**src/rtl/barrett_reduce_pipe_if.sv**
```systemverilog
// Operand/result stream bundle for the Barrett reducer: valid/ready in, valid/ready out,
// each carrying a sideband tag that travels with its operand.
interface barrett_reduce_pipe_if #(
  parameter int unsigned DW    = 32,
  parameter int unsigned QW    = 16,
  parameter int unsigned TAG_W = 8
) ();
  logic             in_valid;
  logic             in_ready;
  logic [DW-1:0]    in_data;
  logic [TAG_W-1:0] in_tag;
  logic             out_valid;
  logic             out_ready;
  logic [QW-1:0]    out_data;
  logic [TAG_W-1:0] out_tag;

  modport master (
    output in_valid, in_data, in_tag, out_ready,
    input  in_ready, out_valid, out_data, out_tag
  );

  modport slave (
    input  in_valid, in_data, in_tag, out_ready,
    output in_ready, out_valid, out_data, out_tag
  );
endinterface

```
**src/rtl/barrett_reduce_pipe.sv**
```systemverilog
// Three-stage Barrett reducer: out = in mod Q, fully reduced, with a single global
// advance so every stage holds together under backpressure.
module barrett_reduce_pipe #(
  parameter int unsigned     Q     = 3329,
  parameter int unsigned     QW    = 16,
  parameter int unsigned     DW    = 32,
  parameter int unsigned     K     = 32,
  parameter longint unsigned MU    = (64'd1 << K) / Q,
  parameter int unsigned     TAG_W = 8
) (
  input  logic                  clk,
  input  logic                  rst_n,
  barrett_reduce_pipe_if.slave  bus
);

  localparam int unsigned PW = DW + K;
  localparam int unsigned RW = QW + 2;

  if (K >= 64) begin : g_bad_k
    $error("barrett_reduce_pipe: K must be below 64");
  end
  if (DW > K) begin : g_bad_dw
    $error("barrett_reduce_pipe: DW must not exceed K");
  end
  if (64'(Q) >= (64'd1 << QW) || Q < 2) begin : g_bad_q_range
    $error("barrett_reduce_pipe: Q must satisfy 2 <= Q < 2^QW");
  end
  if ((Q % 2) == 0) begin : g_bad_q_even
    $error("barrett_reduce_pipe: Q must be odd");
  end
  if (MU != ((64'd1 << K) / 64'(Q))) begin : g_bad_mu
    $error("barrett_reduce_pipe: MU must equal floor(2^K / Q)");
  end
  if (TAG_W < 1) begin : g_bad_tag
    $error("barrett_reduce_pipe: TAG_W must be at least 1");
  end

  localparam logic [K-1:0]  MU_K = K'(MU);
  localparam logic [RW-1:0] Q1   = RW'(64'(Q));
  localparam logic [RW-1:0] Q2   = RW'(64'(Q) * 64'd2);

  logic adv;

  // Only the bits consumed downstream are kept: c and t are needed modulo 2^RW,
  // since the true remainder c - t is below 3Q < 2^RW.
  logic             s1_v;
  logic [RW-1:0]    s1_c;
  logic [DW-1:0]    s1_qh;
  logic [TAG_W-1:0] s1_tag;

  logic             s2_v;
  logic [RW-1:0]    s2_c;
  logic [RW-1:0]    s2_t;
  logic [TAG_W-1:0] s2_tag;

  logic             s3_v;
  logic [QW-1:0]    s3_data;
  logic [TAG_W-1:0] s3_tag;

  logic [RW-1:0]    r;
  logic [RW-1:0]    r_red;

  assign adv          = bus.out_ready || !s3_v;
  assign bus.in_ready = adv;
  assign bus.out_valid = s3_v;
  assign bus.out_data  = s3_data;
  assign bus.out_tag   = s3_tag;

  always_ff @(posedge clk or negedge rst_n) begin
    if (!rst_n) begin
      s1_v   <= 1'b0;
      s1_c   <= '0;
      s1_qh  <= '0;
      s1_tag <= '0;
    end else if (adv) begin
      s1_v   <= bus.in_valid;
      s1_c   <= RW'(bus.in_data);
      s1_qh  <= DW'((PW'(bus.in_data) * PW'(MU_K)) >> K);
      s1_tag <= bus.in_tag;
    end
  end

  always_ff @(posedge clk or negedge rst_n) begin
    if (!rst_n) begin
      s2_v   <= 1'b0;
      s2_c   <= '0;
      s2_t   <= '0;
      s2_tag <= '0;
    end else if (adv) begin
      s2_v   <= s1_v;
      s2_c   <= s1_c;
      s2_t   <= RW'((DW+1)'(s1_qh) * (DW+1)'(64'(Q)));
      s2_tag <= s1_tag;
    end
  end

  assign r = s2_c - s2_t;

  // Quotient estimate can be short by up to two, hence the two-step correction.
  always_comb begin
    r_red = r;
    if (r >= Q2) begin
      r_red = r - Q2;
    end else if (r >= Q1) begin
      r_red = r - Q1;
    end
  end

  always_ff @(posedge clk or negedge rst_n) begin
    if (!rst_n) begin
      s3_v    <= 1'b0;
      s3_data <= '0;
      s3_tag  <= '0;
    end else if (adv) begin
      s3_v    <= s2_v;
      s3_data <= QW'(r_red);
      s3_tag  <= s2_tag;
    end
  end

endmodule

```
**src/flat_wrapper.sv**
```systemverilog
// flat-port wrapper written by rule: the top's interface ports become plain ports
module barrett_reduce_pipe_flat 
#(
  parameter int unsigned     Q     = 3329,
  parameter int unsigned     QW    = 16,
  parameter int unsigned     DW    = 32,
  parameter int unsigned     K     = 32,
  parameter longint unsigned MU    = (64'd1 << K) / Q,
  parameter int unsigned     TAG_W = 8
)
  (clk, rst_n, bus_in_valid, bus_in_data, bus_in_tag, bus_out_ready, bus_in_ready, bus_out_valid, bus_out_data, bus_out_tag);
  barrett_reduce_pipe_if #(.DW(DW), .QW(QW), .TAG_W(TAG_W)) bus_i ();
  input  logic clk;
  input  logic rst_n;
  input wire logic [$bits(bus_i.in_valid)-1:0] bus_in_valid;
  input wire logic [$bits(bus_i.in_data)-1:0] bus_in_data;
  input wire logic [$bits(bus_i.in_tag)-1:0] bus_in_tag;
  input wire logic [$bits(bus_i.out_ready)-1:0] bus_out_ready;
  output wire logic [$bits(bus_i.in_ready)-1:0] bus_in_ready;
  output wire logic [$bits(bus_i.out_valid)-1:0] bus_out_valid;
  output wire logic [$bits(bus_i.out_data)-1:0] bus_out_data;
  output wire logic [$bits(bus_i.out_tag)-1:0] bus_out_tag;
  assign bus_i.in_valid = bus_in_valid;
  assign bus_i.in_data = bus_in_data;
  assign bus_i.in_tag = bus_in_tag;
  assign bus_i.out_ready = bus_out_ready;
  assign bus_in_ready = bus_i.in_ready;
  assign bus_out_valid = bus_i.out_valid;
  assign bus_out_data = bus_i.out_data;
  assign bus_out_tag = bus_i.out_tag;
  barrett_reduce_pipe #(.Q(Q), .QW(QW), .DW(DW), .K(K), .MU(MU), .TAG_W(TAG_W)) u_core (.clk(clk), .rst_n(rst_n), .bus(bus_i));
endmodule
```
**config.mk**
```make
export PLATFORM = sky130hd
export DESIGN_NAME = barrett_reduce_pipe_flat
export DESIGN_NICKNAME = d
export VERILOG_FILES = /design/src/rtl/barrett_reduce_pipe_if.sv /design/src/rtl/barrett_reduce_pipe.sv /design/src/flat_wrapper.sv
export SDC_FILE = /design/constraint.sdc
export NUM_CORES = 1
export LEC_CHECK = 0
export BUFFER_PORTS_ARGS = -buffer_cell sky130_fd_sc_hd__buf_2
export CORE_UTILIZATION = 64
export CTS_CLUSTER_DIAMETER = 100
export DETAILED_ROUTE_END_ITERATION = 6
export PLACE_DENSITY = 0.81
export SLEW_MARGIN = 15
export SYNTH_ARGS = -nofsm -noshare
export SYNTH_HDL_FRONTEND = slang
export SYNTH_SLANG_ARGS = --single-unit
```
**constraint.sdc**
```tcl
create_clock -name clk -period 6.8 [get_ports clk]
set_input_delay 0.68 -clock clk [delete_from_list [all_inputs] [get_ports clk]]
set_output_delay 0.68 -clock clk [all_outputs]
set_load 0.02 [all_outputs]
```
# Word level (Yosys, flattened, before mapping)
# Index checks and enable logic that the tools add are counted.
[totals] elab_cells=22 ff_bits=118 input_bits=44
[classes] n_mul=2 mux=2 reduce_logical=2 add_sub_neg=3 n_lt_le_gt_ge=2
[ops] cell="32-bit by 21-bit multiplier with 53-bit output (second input constant)" n=1
[ops] cell="16-bit 2-to-1 mux" n=2
[ops] cell="21-bit by 12-bit multiplier with 18-bit output (second input constant)" n=1
[ops] cell="18-bit by 12-bit greater-or-equal comparator with 1-bit output (second input constant)" n=1
[ops] cell="18-bit by 13-bit greater-or-equal comparator with 1-bit output (second input constant)" n=1
[ops] cell="18-bit subtractor" n=1
[ops] cell="16-bit by 12-bit subtractor with 16-bit output (second input constant)" n=1
[ops] cell="16-bit by 13-bit subtractor with 16-bit output (second input constant)" n=1
[ops] cell="1-bit logical NOT" n=1
[ops] cell="1-bit logical OR" n=1

# Logic depth before layout (Yosys ltp)
# Gate-level depths: netlist (run 1).
[depth] depth_word=4 depth_mapped=25 mapped_depth_nobuf=25

# Least setup slack after synthesis (run 1)
# OpenSTA, ideal clock, no wires.
[synth_timing] path_type="input-to-reg" start="in bus_in_data[19]" end="reg u_core.s1_qh[16]" stages=22 setup_time_ns=0.101 required_ns=6.699 arrival_ns=7.026 path_buffers=0 path_slack_ns=-0.327 path_cell_list="inv_1 -> fa_1 -> fa_1 -> fa_1 -> inv_1 -> fa_1 -> fa_1 -> fa_1 -> inv_1 -> fa_1 -> inv_1 -> ha_1 -> a21o_1 -> a21o_1 -> a2111oi_0 -> o2111a_1 -> a311oi_1 -> a31oi_1 -> nor2_1 -> a41oi_1 -> nor2_1 -> o32ai_1"
[synth_between] elab_chain_cells=1
[synth_rtl] item="from (decl)" line_no="flat_wrapper.sv:16" text="input wire logic [$bits(bus_i.in_data)-1:0] bus_in_data;"
[synth_rtl] item="32-bit by 21-bit multiplier with 53-bit output" line_no="barrett_reduce_pipe.sv:78" text="s1_qh <= DW'((PW'(bus.in_data) * PW'(MU_K)) >> K);"
[synth_rtl] item="to (signal assigned)" line_no="barrett_reduce_pipe.sv:78"
[synth_rtl] item="to (decl)" line_no="barrett_reduce_pipe.sv:48" text="logic [DW-1:0] s1_qh;"
# Every way passes these cells.
# A chain may end at the register's enable or synchronous reset.

# Worst setup path after layout (run 1)
[layout_timing] start="in bus_in_data[16]" end="reg u_core.s1_qh[15]"
# The elaborated chain is that of the path after synthesis.

==> results of run 1 <==
==> cells by family (layout without fill, tap and decap cells) <==
family	after synthesis	after routing
fa+ha+maj	601	601
buf+inv	505	789
simple gates	393	393
compound gates	286	286
flops	115	115
xor+xnor	61	61
mux	5	5
==> area by class of cell <==
class / count / area [um2] / area share
flip-flops and latches: 115 / 2880 / 0.129
multi-input cells: 1346 / 14500 / 0.650
clock buffers: 19 / 433 / 0.0194
clock inverters: 13 / 209 / 0.00938
repair buffers: 290 / 2040 / 0.0914
well taps: 384 / 480 / 0.0216
inverters: 467 / 1770 / 0.0795
==> repair_timing <==
item / 4_1_cts / 5_1_grt
pin swaps: 13 / 67
endpoints found under the setup margin: 8 / 8
setup buffers: 3 / 3
resized for setup: 12 / 50
==> through the flow <==
stage,area [um2],setup TNS [ps]
final,22300,0
after detailed placement,21300,-5500
after CTS,22000,0
after floorplan,19000,0
after global routing,22300,-278
after global placement,21300,-3610
==> Yosys cell counts, types with 11 or more instances <==
cell type | n | share of area
inv_1 | 466 | 0.092
fa_1 | 318 | 0.34
ha_1 | 283 | 0.19
nand2_1 | 228 | 0.045
dfrtp_1 | 115 | 0.15
a21oi_1 | 81 | 0.021
nor2_1 | 61 | 0.012
o21ai_0 | 59 | 0.016
xnor2_1 | 36 | 0.017
a21o_1 | 29 | 0.011
clkbuf_1 | 26 | 0.0051
xor2_1 | 25 | 0.012
nand3_1 | 19 | 0.0050
o211ai_1 | 16 | 0.0063
nor3_1 | 11 | 0.0029
==> worst max path at each step <==
| stage | from | end | slack (ps) | cells after the start |
|---|---|---|---|---|
| 6_report | bus_in_data[16] | u_core.s1_qh[15] | 50 | 22 |
| 5_1_grt | bus_in_data[16] | u_core.s1_qh[15] | -90 | 22 |
| 4_1_cts | bus_in_data[13] | u_core.s1_qh[15] | 1 | 25 |
| 3_5_place_dp | bus_in_data[19] | u_core.s1_qh[12] | -690 | 24 |
| 3_3_place_gp | bus_in_data[21] | u_core.s1_qh[16] | -500 | 24 |
| 2_1_floorplan | bus_in_data[21] | u_core.s1_qh[16] | 0.7 | 22 |
==> registers in the layout, indices dropped and copies added, names as in the netlist <==
signal and cells:
u_core.s2_tag 8, u_core.bus.out_tag 8, u_core.s1_qh 18, u_core.bus.out_data 16, u_core.s2_v 1, u_core.s1_tag 8
u_core.s2_c 18, u_core.s1_v 1, u_core.s1_c 18, u_core.bus.out_valid 1, u_core.s2_t 18
==> layer usage <==
metal | global-route usage | vias up
li1 | - | 6796
met1 | 0.450 | 7365
met2 | 0.588 | 484
met3 | 0.0455 | 121
met4 | 0.151 | 0
met5 | 0 | -
==> worst max-delay path: stages <==
cell,delay [ps]
buf_2,110
clkinvlp_4,180
fa_2,640
fa_1,470
fa_1,530
inv_1,50
fa_1,500
fa_1,440
fa_1,540
fa_1,500
ha_1,310
nand4_1,100
a21oi_1,170
a211oi_1,80
o21a_1,220
a311oi_4,390
a31oi_4,180
buf_6,150
o31ai_4,290
a311oi_2,160
a211oi_1,220
o41ai_1,120
==> metrics.md, run 1 <==
| Metric | Value |
|---|---|
| Row cnt | 62 |
| DIE AREA | 30400 um2 |
| DRT met1 WL | 20100 um |
| Min Tclk post-route | 6750 ps |
| R2R depth | 14 |
| Routed Antenna Nets | 0 |
| Share of post-route cells with drive strength above 1 | 0.177 |
| Hold/Removal Path Class | in2async |
| FILL cells | 1889 |
| Critical Path End Type | flip-flop |
| Final setup vio count | 0 |
| Detailed Place HPWL | 43200 um |
| Clk_skew | 9.94 ps |
| CTS buffer count | 17 |
| Number of detailed-route iterations in the first pass | 5 |
| Area Growth Syn to Fin | 17.2% |
| Most frequent cells in the layout | 446 x inv_1, 310 x fa_1, 268 x ha_1 |
| Nets | 2882 |
| Clk sinks | 115 |
| Die Ht | 174 um |
| Largest net degree at the start of global routing | 89 |
| Port Buffers | 69 |
| Drt via density | 5.61 |
| Place WS | -688 ps |
| Chip width | 174 um |
| Top Layer Used | met4 |
| Crit path kind | in2reg |
| Clk_lat worst skew | 420 ps |
| Final wirelength | 50200 um |
| #FFs+latches synth | 115 |
| Post-synthesis cell area | 19000 um2 |
| Sequential fraction of the synthesis area | 0.151 |
| CTS Buffer Depth | 2 |
| Synthesized area per cell | 9.66 um2 |
| CTS tree | yes |
| Post-layout util | 0.770 |
| Synth Area in Compound Gates | 0.101 |
| EDFF count, synth | 0 |
| Routability cong. | 0.970 |
| Total GRT Usage | 0.348 |
| Mux cell area share after synthesis | 0.00270 |
| Length of routed met2 wiring | 25000 um |
| Count of cell types in the netlist | 81 |
| Startpoint Class | input port |
| Endpoints failing hold | 0 |
| Hold slack final | 237 ps |
| CTS Root Cell | clkbuf_16 |
| Reg clk slew, reported paths | 60 ps |
| Worst Tran Pin Value | 906 ps |
| Remaining Overflow, GRT | 0 |
| Worst-path fanout max | 4 |
| Most common flop cell mapped by yosys | dfrtp_1 |
| Total met3 wirelength after detailed routing | 2710 um |
| Synth Area in Adders | 0.521 |
| First-pass GRT wire length | 80800 um |
| Ant diodes | 0 |
| Slew Viols, Final | 0 |
| Iter 0 DRT Violations | 1023 |
| Vias post-DR | 14800 |
| Number of global-route vias before repair | 15600 |
| Final Cycle Share | 0.992 |
| Rel. slew slack | 0.396 |
| Largest family of logic cells by synthesized area | adder cells |
| Internal reg-to-reg setup slack | 2180 ps |
| Simple-Gate Fraction of Synth Area | 0.0928 |
| Final WS setup | 52.9 ps |
| H-tree Lvls | 4 |
| Fmax | 0.148 GHz |
| Syn_nets | 2611 |
| Most common cell after layout, fill and taps aside | inv_1 |
| FFs w/ async S/R, synth | 1.00 |
| Status | complete, no violations |
| I/O Pins | 70 |
| Post-CTS Hold Fix Bufs | 0 |
| Synthesized instance count | 1966 |
| Post-Synth XOR/XNOR Area | 0.0281 |
| Inst Count DP | 2596 |
| Synthesis warning total | 0 |
| Unrepaired setup endpoints after global routing | yes |
| Core Area | 28900 um2 |
| Max_cap viols | 0 |
| Initial antenna violation count | 0 |
| Reg-to-reg startpoint | u_core.s2_c[0] |
| Crit path DAT | 7040 ps |
| Initial Utilization | 0.657 |
| WL per Instance | 19.1 um |
| Cell Count, Final, Fillers Out | 2634 |
| Capturing point of the worst reg2reg path | u_core.bus.out_data[14] |
| DRC Markers | 0 |
| WP data required | 7090 ps |
Power of run 1 is not shown: default switching activity piles up to over one toggle a cycle in this logic, so the estimate is an artifact.
==> inputs of run 2 (changes only) <==
- ABC_AREA: default -> 1
==> metrics.md, run 2 <==
| Metric | Value |
|---|---|
| Status | finished, violations left |
| Failing checks | design-rule violations |
| First-pass GRT wire length | 86600 um |
| CTS buffer count | 17 |
| Fmax | 0.154 GHz |
| Place WS | -245 ps |
| Min Tclk post-route | 6470 ps |
| Post-CTS Setup Inserts | 0 |
| Row cnt | 64 |
| Count of cell types in the netlist | 45 |
| Iter 0 DRT Violations | 1117 |
| #FFs+latches synth | 115 |
| Max_cap viols | 0 |
| Startpoint Class | input port |
| Core Area | 30700 um2 |
| Final WS setup | 327 ps |
| Critical Path End Type | flip-flop |
| Post-synthesis cell area | 20100 um2 |
| Synthesized instance count | 2370 |
| WP data required | 7060 ps |
| Worst Setup SP | bus_in_data[15] |
| Hold slack final | 220 ps |
| Synthesis warning total | 0 |
| Nets | 3137 |
| Clk sinks | 115 |
| Most common cell after layout, fill and taps aside | inv_1 |
| Initial Utilization | 0.654 |
| Final wirelength | 55500 um |
| Synth cell count leaders | 593 x inv_1, 441 x nand2_1, 318 x fa_1, 283 x ha_1, 115 x dfrtp_1 |
| Clk_lat worst skew | 420 ps |
| Endpoints failing hold | 0 |
| Synth area leader | fa_1 |
| Largest net degree at the start of global routing | 96 |
| Detailed Place HPWL | 47900 um |
| Chip width | 179 um |
| Area Growth Syn to Fin | 8.95% |
| Share of post-route cells with drive strength above 1 | 0.0895 |
| Reg clk slew, reported paths | 60 ps |
| Top-count cell post-synth | inv_1 |
| Hold/Removal Path Class | in2async |
| Synthesized area per cell | 8.48 um2 |
| EDFF count, synth | 0 |
| Remaining Overflow, GRT | 0 |
| Routed Antenna Nets | 0 |
| Reg-to-reg startpoint | u_core.s1_qh[2] |
| Die Ht | 179 um |
| Top cell type's share of synthesized area | 0.317 |
| Synth top area cells | fa_1 32%, ha_1 18%, dfrtp_1 14% |
| FFs w/ async S/R, synth | 1.00 |
| DIE AREA | 32100 um2 |
| CTS Root Cell | clkbuf_16 |
| H-tree Lvls | 4 |
| Sequential fraction of the synthesis area | 0.143 |
| I/O Pins | 70 |
| Final setup vio count | 0 |
| Post-layout util | 0.712 |
| Worst-path fanout max | 5 |
| Initial antenna violation count | 1 |
| Drt via density | 5.54 |
| Clk_skew | 10.4 ps |
| WL per Instance | 19.1 um |
| Worst Tran Pin Value | 979 ps |
| Routability cong. | 1.04 |
| Number of detailed-route iterations in the first pass | 7 |
| Crit path kind | in2reg |
| CTS tree | yes |
| FILL cells | 2483 |
| Unrepaired setup endpoints after global routing | no |
| CTS Buffer Depth | 2 |
| DRC Markers | 32 |
| Port Buffers | 69 |
| Setup TNS Final | 0 ps |
| Syn_nets | 3015 |
| Most common flop cell mapped by yosys | dfrtp_1 |
| Vias post-DR | 16100 |
| Final Cycle Share | 0.952 |
| Crit path DAT | 6730 ps |
| Rel. slew slack | 0.347 |
| Slew Viols, Final | 0 |
| Total GRT Usage | 0.363 |
| Most frequent cells in the layout | 593 x inv_1, 441 x nand2_1, 316 x fa_1 |
| Number of global-route vias before repair | 16500 |
-- run 2: changes by cell type after synthesis, sizes merged, moves of 13 or more --
cell / delta
o21ai: +48
a21o: -22
a21oi: +25
o211ai: -13
inv: +131
nor2: +52
nand2: +230
nand3: +72
xnor2: -22
-- run 2: through the flow --
step | std cells | instance area (um2)
floorplan | 2370 | 20100
global placement | 2869 | 21300
detailed placement | 2869 | 21300
CTS | 2900 | 21900
global route | 2900 | 21900
finish | 2901 | 21900
-- run 2: kinds of logic (layout without fill, tap and decap cells) --
| family | after synthesis | after routing | synth area share |
|---|---|---|---|
| AND/OR/NAND/NOR | 720 | 720 | 0.154 |
| other | 0 | 1 | 0 |
| adder cells (fa/ha/maj) | 601 | 601 | 0.493 |
| buffers and inverters | 627 | 761 | 0.119 |
| AO/OA/AOI/OAI | 263 | 263 | 0.0710 |
| flip-flops | 115 | 115 | 0.143 |
| XOR/XNOR | 44 | 44 | 0.0192 |
-- run 2: layout make-up --
type | instances | area (um2) | area share
Multi-Input combinational cell | 1628 | 14800 | 0.678
Sequential cell | 115 | 2880 | 0.131
Clock inverter | 10 | 124 | 0.00566
Timing Repair Buffer | 132 | 821 | 0.0375
Tap cell | 396 | 495 | 0.0226
Inverter | 598 | 2240 | 0.103
Antenna cell | 1 | 2.50 | 0.000114
Clock buffer | 21 | 480 | 0.0219
-- run 2: worst max-delay path: stages --
cell	delay, ps
buf_2	190
inv_1	220
fa_2	710
inv_1	60
ha_1	320
fa_1	550
fa_1	520
fa_1	510
fa_1	540
inv_1	50
fa_1	520
inv_1	40
ha_1	350
nand2_1	80
nand2_1	70
o21bai_1	190
nand2_1	80
nand2_1	70
a21oi_1	140
nand3_1	180
nand2_1	110
o211ai_1	90
or2_2	280
nand3_1	60
o21ai_0	110
-- run 2: what timing repair did --
item	CTS	global route
resized for setup	0	5
setup endpoints to repair	0	4
hold buffers	0	0
-- run 2: metal layers --
| metal | global-route usage | up-vias | share of wire |
|---|---|---|---|
| met5 | 0 | - | 0 |
| met4 | 0.122 | 0 | 0.030 |
| met1 | 0.475 | 7853 | 0.42 |
| met2 | 0.610 | 582 | 0.48 |
| met3 | 0.0632 | 92 | 0.069 |
| li1 | - | 7535 | - |
-- run 2: path summary, 6_finish.rpt --
check / to / cells after the start / slack [ps]
hold / removal: u_core.s2_t[14] / 1 / 220
setup reg to reg: u_core.s2_t[17] / 21 / 2690
max in group asynchronous: u_core.bus.out_data[2] / 2 / 5210
hold reg to reg: u_core.bus.out_data[0] / 2 / 470
setup / recovery: u_core.s1_qh[13] / 25 / 330
min in group clk: u_core.s1_tag[3] / 3 / 450
Power of run 2 is left out for the same reason.
